$ cat config.mk
export PLATFORM = sky130hd
export DESIGN_NAME = decode_rdctrl
export DESIGN_NICKNAME = d
export VERILOG_FILES = /design/src/rtl/decode_rdctrl.sv
export SDC_FILE = /design/constraint.sdc
export NUM_CORES = 1
export LEC_CHECK = 0
export CORE_MARGIN = 3
export CORE_UTILIZATION = 37
export CTS_CLUSTER_DIAMETER = 120
export DETAILED_ROUTE_END_ITERATION = 10
export PLACE_DENSITY_LB_ADDON = 0.1
export SLEW_MARGIN = 20
export SYNTH_ARGS = -nofsm -noshare
export SYNTH_HDL_FRONTEND = slang
export SYNTH_SLANG_ARGS = --single-unit
$ cat constraint.sdc
create_clock -name clk -period 4 [get_ports clk]
set_input_delay 0.8 -clock clk [delete_from_list [all_inputs] [get_ports clk]]
set_output_delay 0.8 -clock clk [all_outputs]
set_load 0.01 [all_outputs]
$ cat src/rtl/decode_rdctrl.sv
// Register-read / rename-read stage flow controller: 2-entry in-order skid buffer with ROB writeback wakeup.
// Latency 1 cycle accept->o_valid when empty; o_ready drops at 2 entries, on snoop_hit freeze, and on bco_valid flush.
module decode_rdctrl #(
  parameter int DATA_W = 32,
  parameter int ROB_W  = 4
) (
  input  logic              clk,
  input  logic              resetn,
  input  logic              snoop_hit,
  input  logic              bco_valid,
  input  logic              i_valid,
  output logic              o_ready,
  input  logic [DATA_W-1:0] i_regfs_data0,
  input  logic [DATA_W-1:0] i_regfs_data1,
  input  logic              i_rat_src0_valid,
  input  logic [ROB_W-1:0]  i_rat_src0_rob,
  input  logic              i_rat_src1_valid,
  input  logic [ROB_W-1:0]  i_rat_src1_rob,
  input  logic              i_wb_valid,
  input  logic [ROB_W-1:0]  i_wb_rob,
  input  logic [DATA_W-1:0] i_wb_data,
  output logic              o_valid,
  input  logic              i_ready,
  output logic [DATA_W-1:0] o_regfs_data0,
  output logic [DATA_W-1:0] o_regfs_data1,
  output logic              o_rat_src0_valid,
  output logic [ROB_W-1:0]  o_rat_src0_rob,
  output logic              o_rat_src1_valid,
  output logic [ROB_W-1:0]  o_rat_src1_rob,
  output logic [1:0]        o_occupancy
);

  typedef enum logic [1:0] {EMPTY, ONE, TWO} state_t;

  typedef struct packed {
    logic [DATA_W-1:0] data0;
    logic [DATA_W-1:0] data1;
    logic              src0_vld;
    logic [ROB_W-1:0]  src0_rob;
    logic              src1_vld;
    logic [ROB_W-1:0]  src1_rob;
  } entry_t;

  state_t     state_q;
  logic [1:0] occ_q;
  entry_t     head_q, tail_q;
  entry_t     in_ent, in_wk, head_wk, tail_wk;
  logic       accept, fire;

  // Unrenamed sources never match; the tag is kept after wakeup.
  function automatic entry_t wake(entry_t e, logic wb_v, logic [ROB_W-1:0] wb_rob,
                                  logic [DATA_W-1:0] wb_data);
    entry_t r;
    r = e;
    if (e.src0_vld && wb_v && (e.src0_rob == wb_rob)) begin
      r.data0    = wb_data;
      r.src0_vld = 1'b0;
    end
    if (e.src1_vld && wb_v && (e.src1_rob == wb_rob)) begin
      r.data1    = wb_data;
      r.src1_vld = 1'b0;
    end
    return r;
  endfunction

  assign in_ent = '{data0: i_regfs_data0, data1: i_regfs_data1,
                    src0_vld: i_rat_src0_valid, src0_rob: i_rat_src0_rob,
                    src1_vld: i_rat_src1_valid, src1_rob: i_rat_src1_rob};

  assign in_wk   = wake(in_ent, i_wb_valid, i_wb_rob, i_wb_data);
  assign head_wk = wake(head_q, i_wb_valid, i_wb_rob, i_wb_data);
  assign tail_wk = wake(tail_q, i_wb_valid, i_wb_rob, i_wb_data);

  assign o_ready = (state_q != TWO)   && !snoop_hit && !bco_valid;
  assign o_valid = (state_q != EMPTY) && !snoop_hit && !bco_valid;
  assign accept  = i_valid && o_ready;
  assign fire    = o_valid && i_ready;

  assign o_regfs_data0    = head_q.data0;
  assign o_regfs_data1    = head_q.data1;
  assign o_rat_src0_valid = head_q.src0_vld;
  assign o_rat_src0_rob   = head_q.src0_rob;
  assign o_rat_src1_valid = head_q.src1_vld;
  assign o_rat_src1_rob   = head_q.src1_rob;
  assign o_occupancy      = occ_q;

  always_ff @(posedge clk or negedge resetn) begin
    if (!resetn) begin
      state_q <= EMPTY;
      occ_q   <= 2'd0;
      head_q  <= '0;
      tail_q  <= '0;
    end else if (bco_valid) begin
      state_q <= EMPTY;
      occ_q   <= 2'd0;
      head_q  <= '0;
      tail_q  <= '0;
    end else begin
      // Held entries always absorb the broadcast; a freeze simply blocks accept/fire.
      head_q <= head_wk;
      tail_q <= tail_wk;
      case (state_q)
        EMPTY: begin
          if (accept) begin
            head_q  <= in_wk;
            state_q <= ONE;
            occ_q   <= 2'd1;
          end
        end
        ONE: begin
          if (accept && !fire) begin
            tail_q  <= in_wk;
            state_q <= TWO;
            occ_q   <= 2'd2;
          end else if (fire && !accept) begin
            state_q <= EMPTY;
            occ_q   <= 2'd0;
          end else if (accept && fire) begin
            head_q <= in_wk;
          end
        end
        TWO: begin
          if (fire) begin
            head_q  <= tail_wk;
            state_q <= ONE;
            occ_q   <= 2'd1;
          end
        end
        default: begin
          state_q <= EMPTY;
          occ_q   <= 2'd0;
        end
      endcase
    end
  end

endmodule

==> results.sh <==
export IMPL_synth_enable_flop_cells=0
export IMPL_drtIter0Drc=665
export IMPL_yosysUniqueCellTypes=44
export IMPL_synth_avg_cell_area_sq_um=10.75
export IMPL_top_usage_layer="met2"
export IMPL_ir_drop_v=0.0002447
export IMPL_drive_gt1_share_pct=13.73
export IMPL_fin_tns_setup_ps=0
export IMPL_synth_nets=964
export IMPL_sw_frac_of_total_pct=29.91
export IMPL_grt_met1_usage_pct=34.63
export IMPL_place_area_sq_um=11280
export IMPL_antenna_found_initial=1
export IMPL_crit_chain="clkdlybuf4s50_1 -> xnor2_1 -> nand3_1 -> buf_4 -> o21ai_0 -> a21o_1 -> o221ai_2"
export IMPL_cts_tree="yes"
export IMPL_combPwrFrac_pct=22.9
export IMPL_ys_ff_latch=150
export IMPL_io_buffers=194
export IMPL_fin_total_pwr_mw=4.451
export IMPL_cellLeakagePower_nw=5.086
export IMPL_die_w_um=162.5
export IMPL_use_met2_pct=36.34
export IMPL_clock_latency_ps=420
export IMPL_drv_cap=0
export IMPL_cts_root_buf="clkbuf_16"
export IMPL_clkSinkCount=150
export IMPL_fp_dieArea_sq_um=26400
export IMPL_globalRouteTotalUtil_pct=23.65
export IMPL_avgRoutedWirePerCell_um=23.65
export IMPL_drc=0
export IMPL_cp_required_ps=4280
export IMPL_slowest_delay_ps=670
export IMPL_synth_area_sq_um=9059
export IMPL_stdcell_area_sq_um=11920
export IMPL_path_class="input port to flip-flop"
export IMPL_wl_um=31310
export IMPL_grt_pass1_vias=8263
export IMPL_synth_cells=843
export IMPL_h_tree_depth=4
export IMPL_yosysSeqAreaShare_pct=41.44
export IMPL_async_flop_share_pct=100.0
export IMPL_clkTransAtPathRegs_ps=60
export IMPL_numCtsBuffers=17
export IMPL_ctsHoldBuffers=0
export IMPL_critPathMaxFanout=17
export IMPL_tightest_slew_ps=1111
export IMPL_dieHeight_um=162.5
export IMPL_p_sw_mw=1.331
export IMPL_seq_power_share_pct=38.1
export IMPL_hold_slack_ps=353.6
export IMPL_final_setup_viol_count=0
export IMPL_ant_nets=0
export IMPL_start_kind="input port"
export IMPL_skew_ps=10.61
export IMPL_gp_congestion=0.7640
export IMPL_vias=7944
export IMPL_fin_crit_ps=3132
export IMPL_grt_start_max_net_pins=104
export IMPL_fmax_mhz=319.3
export IMPL_overflow=0
export IMPL_hpwl_um=19640
export IMPL_hold_path_class="input port to asynchronous set/reset pin"
export IMPL_start_util_pct=38.14
export IMPL_core_sq_um=23750
export IMPL_critPathArrivalTime_ps=3410
export IMPL_cts_setup_buffers=0
export IMPL_end_kind="flip-flop"
export IMPL_rows=56
export IMPL_vias_per_cell=6.000
export IMPL_grt_use_met3_pct=4.018
export IMPL_antennaDiodeCount=0
export IMPL_drtPass1Iterations=5
export IMPL_finalCritPeriodShare_pct=78.30
export IMPL_cpMaxStageDelayCell="clkdlybuf4s50_1"
export IMPL_status="finished clean"
export IMPL_slew_viol_final=0
export IMPL_p_int_mw=3.120
export IMPL_p_clk_share_pct=38.9
export IMPL_synth_main_ff_cell="dfrtp_1"
export IMPL_syn_to_final_growth_pct=31.63
export IMPL_max_slew_margin_rel_pct=25.62
export IMPL_ys_warn_count=0
export IMPL_ctsLongestPathBuffers=2
export IMPL_rsz0062_at_grt="false"
export IMPL_ioPinCount=195
export IMPL_fin_nets=1114
export IMPL_grt_pass1_wl_um=48930
export IMPL_power_density_nw_per_um2=373.3
export IMPL_ctsResizeCount=0
export IMPL_hold_viol=0
==> worst max-delay path, delay by kind of cell <==
| kind | cells | cell delay [ps] |
|---|---|---|
| AND/OR/NAND/NOR | 1 | 620 |
| AO/OA/AOI/OAI | 3 | 400 |
| XOR/XNOR | 1 | 450 |
| buffers and inverters | 2 | 1120 |
==> power groups by stage <==
stage	Combinational [mW]	Clock [mW]	Sequential [mW]
after floorplan	0.520	0	1.73
after global placement	1.01	0	1.72
after detailed placement	1.01	0	1.72
after CTS	1.02	1.76	1.70
after global routing	1.10	1.83	1.71
final	1.02	1.73	1.70
==> through the flow <==
step	setup slack (ps)	instances	utilization, %
2_1_floorplan	1582	843	-
3_3_place_gp	559.3	1292	47.47
3_5_place_dp	492.1	1292	47.47
4_1_cts	953.2	1323	50.08
5_1_grt	751.6	1324	50.20
6_report	867.9	1324	50.20
==> Yosys cell counts, types with 2 or more instances <==
cell | number | area share (%)
nand3_1 | 37 | 2.0
a22oi_1 | 8 | 0.66
mux2i_1 | 128 | 14
a31oi_1 | 3 | 0.21
nand4_1 | 35 | 2.4
inv_1 | 6 | 0.25
buf_6 | 11 | 1.4
mux2_2 | 9 | 1.1
nand2b_1 | 3 | 0.21
a21oi_1 | 3 | 0.17
clkbuf_1 | 46 | 1.9
o22ai_1 | 66 | 4.6
nand2_1 | 21 | 0.87
buf_4 | 4 | 0.33
or2_2 | 2 | 0.14
ha_1 | 4 | 0.55
o21ai_0 | 34 | 1.9
o221ai_2 | 50 | 8.3
nor2_1 | 13 | 0.54
o31ai_1 | 34 | 2.8
a311oi_1 | 2 | 0.19
o221ai_1 | 15 | 1.5
nand3b_1 | 9 | 0.75
a21o_1 | 65 | 5.4
nor2b_1 | 3 | 0.21
or3_1 | 2 | 0.14
nor3_1 | 8 | 0.44
xnor2_1 | 10 | 0.97
dfrtp_1 | 150 | 41
or4b_1 | 2 | 0.22
xor2_1 | 13 | 1.3
buf_2 | 30 | 1.7
buf_1 | 4 | 0.17
and3_1 | 3 | 0.21
==> sequential cells by signal, summed over array words and instances (netlist names) <==
name              flops
o_occupancy           2
o_rat_src0_rob        4
o_rat_src0_valid      1
o_rat_src1_rob        4
o_rat_src1_valid      1
o_regfs_data0        32
o_regfs_data1        32
tail_q               74
==> logic make-up after synthesis <==
| group | share of synthesized area (%) |
|---|---|
| AND/OR/NAND/NOR | 8.605 |
| XOR/XNOR | 2.224 |
| adder cells (fa/ha/maj) | 0.5525 |
| multiplexers | 15.26 |
| AO/OA/AOI/OAI | 26.24 |
| flip-flops | 41.44 |
| buffers and inverters | 5.677 |
==> cell type report <==
type / count / area [sq um]
Clock inverter: 11 / 173.9
Sequential cell: 150 / 3754
Fill cell: 2168 / 11830
Clock buffer: 20 / 446.7
Multi-Input combinational cell: 592 / 4875
Timing Repair Buffer: 226 / 2253
Inverter: 6 / 22.52
Tap cell: 319 / 399.1
==> worst paths after layout <==
check | start | end | slack, ps | depth (start not counted)
min reg2reg | tail_q[18] | tail_q[18] | 560 | 2
max | i_wb_rob[3] | o_regfs_data1[31] | 870 | 7
min | resetn | tail_q[47] | 350 | 1
max reg2reg | o_occupancy[0] | o_regfs_data1[1] | 1170 | 6
min in group clk | tail_q[18] | tail_q[18] | 560 | 2
max in group asynchronous | resetn | o_regfs_data0[15] | 2980 | 2
==> routing by layer <==
metal / part of all wire (%) / wire, um / vias up
met1: 46 / 14480 / 4011
met5: 0.042 / 13 / -
met4: 1.4 / 449 / 2
li1: - / - / 3596
met3: 6.2 / 1945 / 33
met2: 46 / 14420 / 302
==> cell usage in the layout, fill, tap and decap left out, drive strengths merged, types with 10 or more instances in the layout <==
cell and count:
xnor2 10, buf 33, nand3 37, nand2 21
a21o 65, o31ai 34, clkbuf 20, nor2 13
nand4 35, clkdlybuf4s50 193, dfrtp 150, xor2 13
o22ai 67, mux2i 128, o21ai 34, o221ai 65
Power figures use the tool's default switching activity.
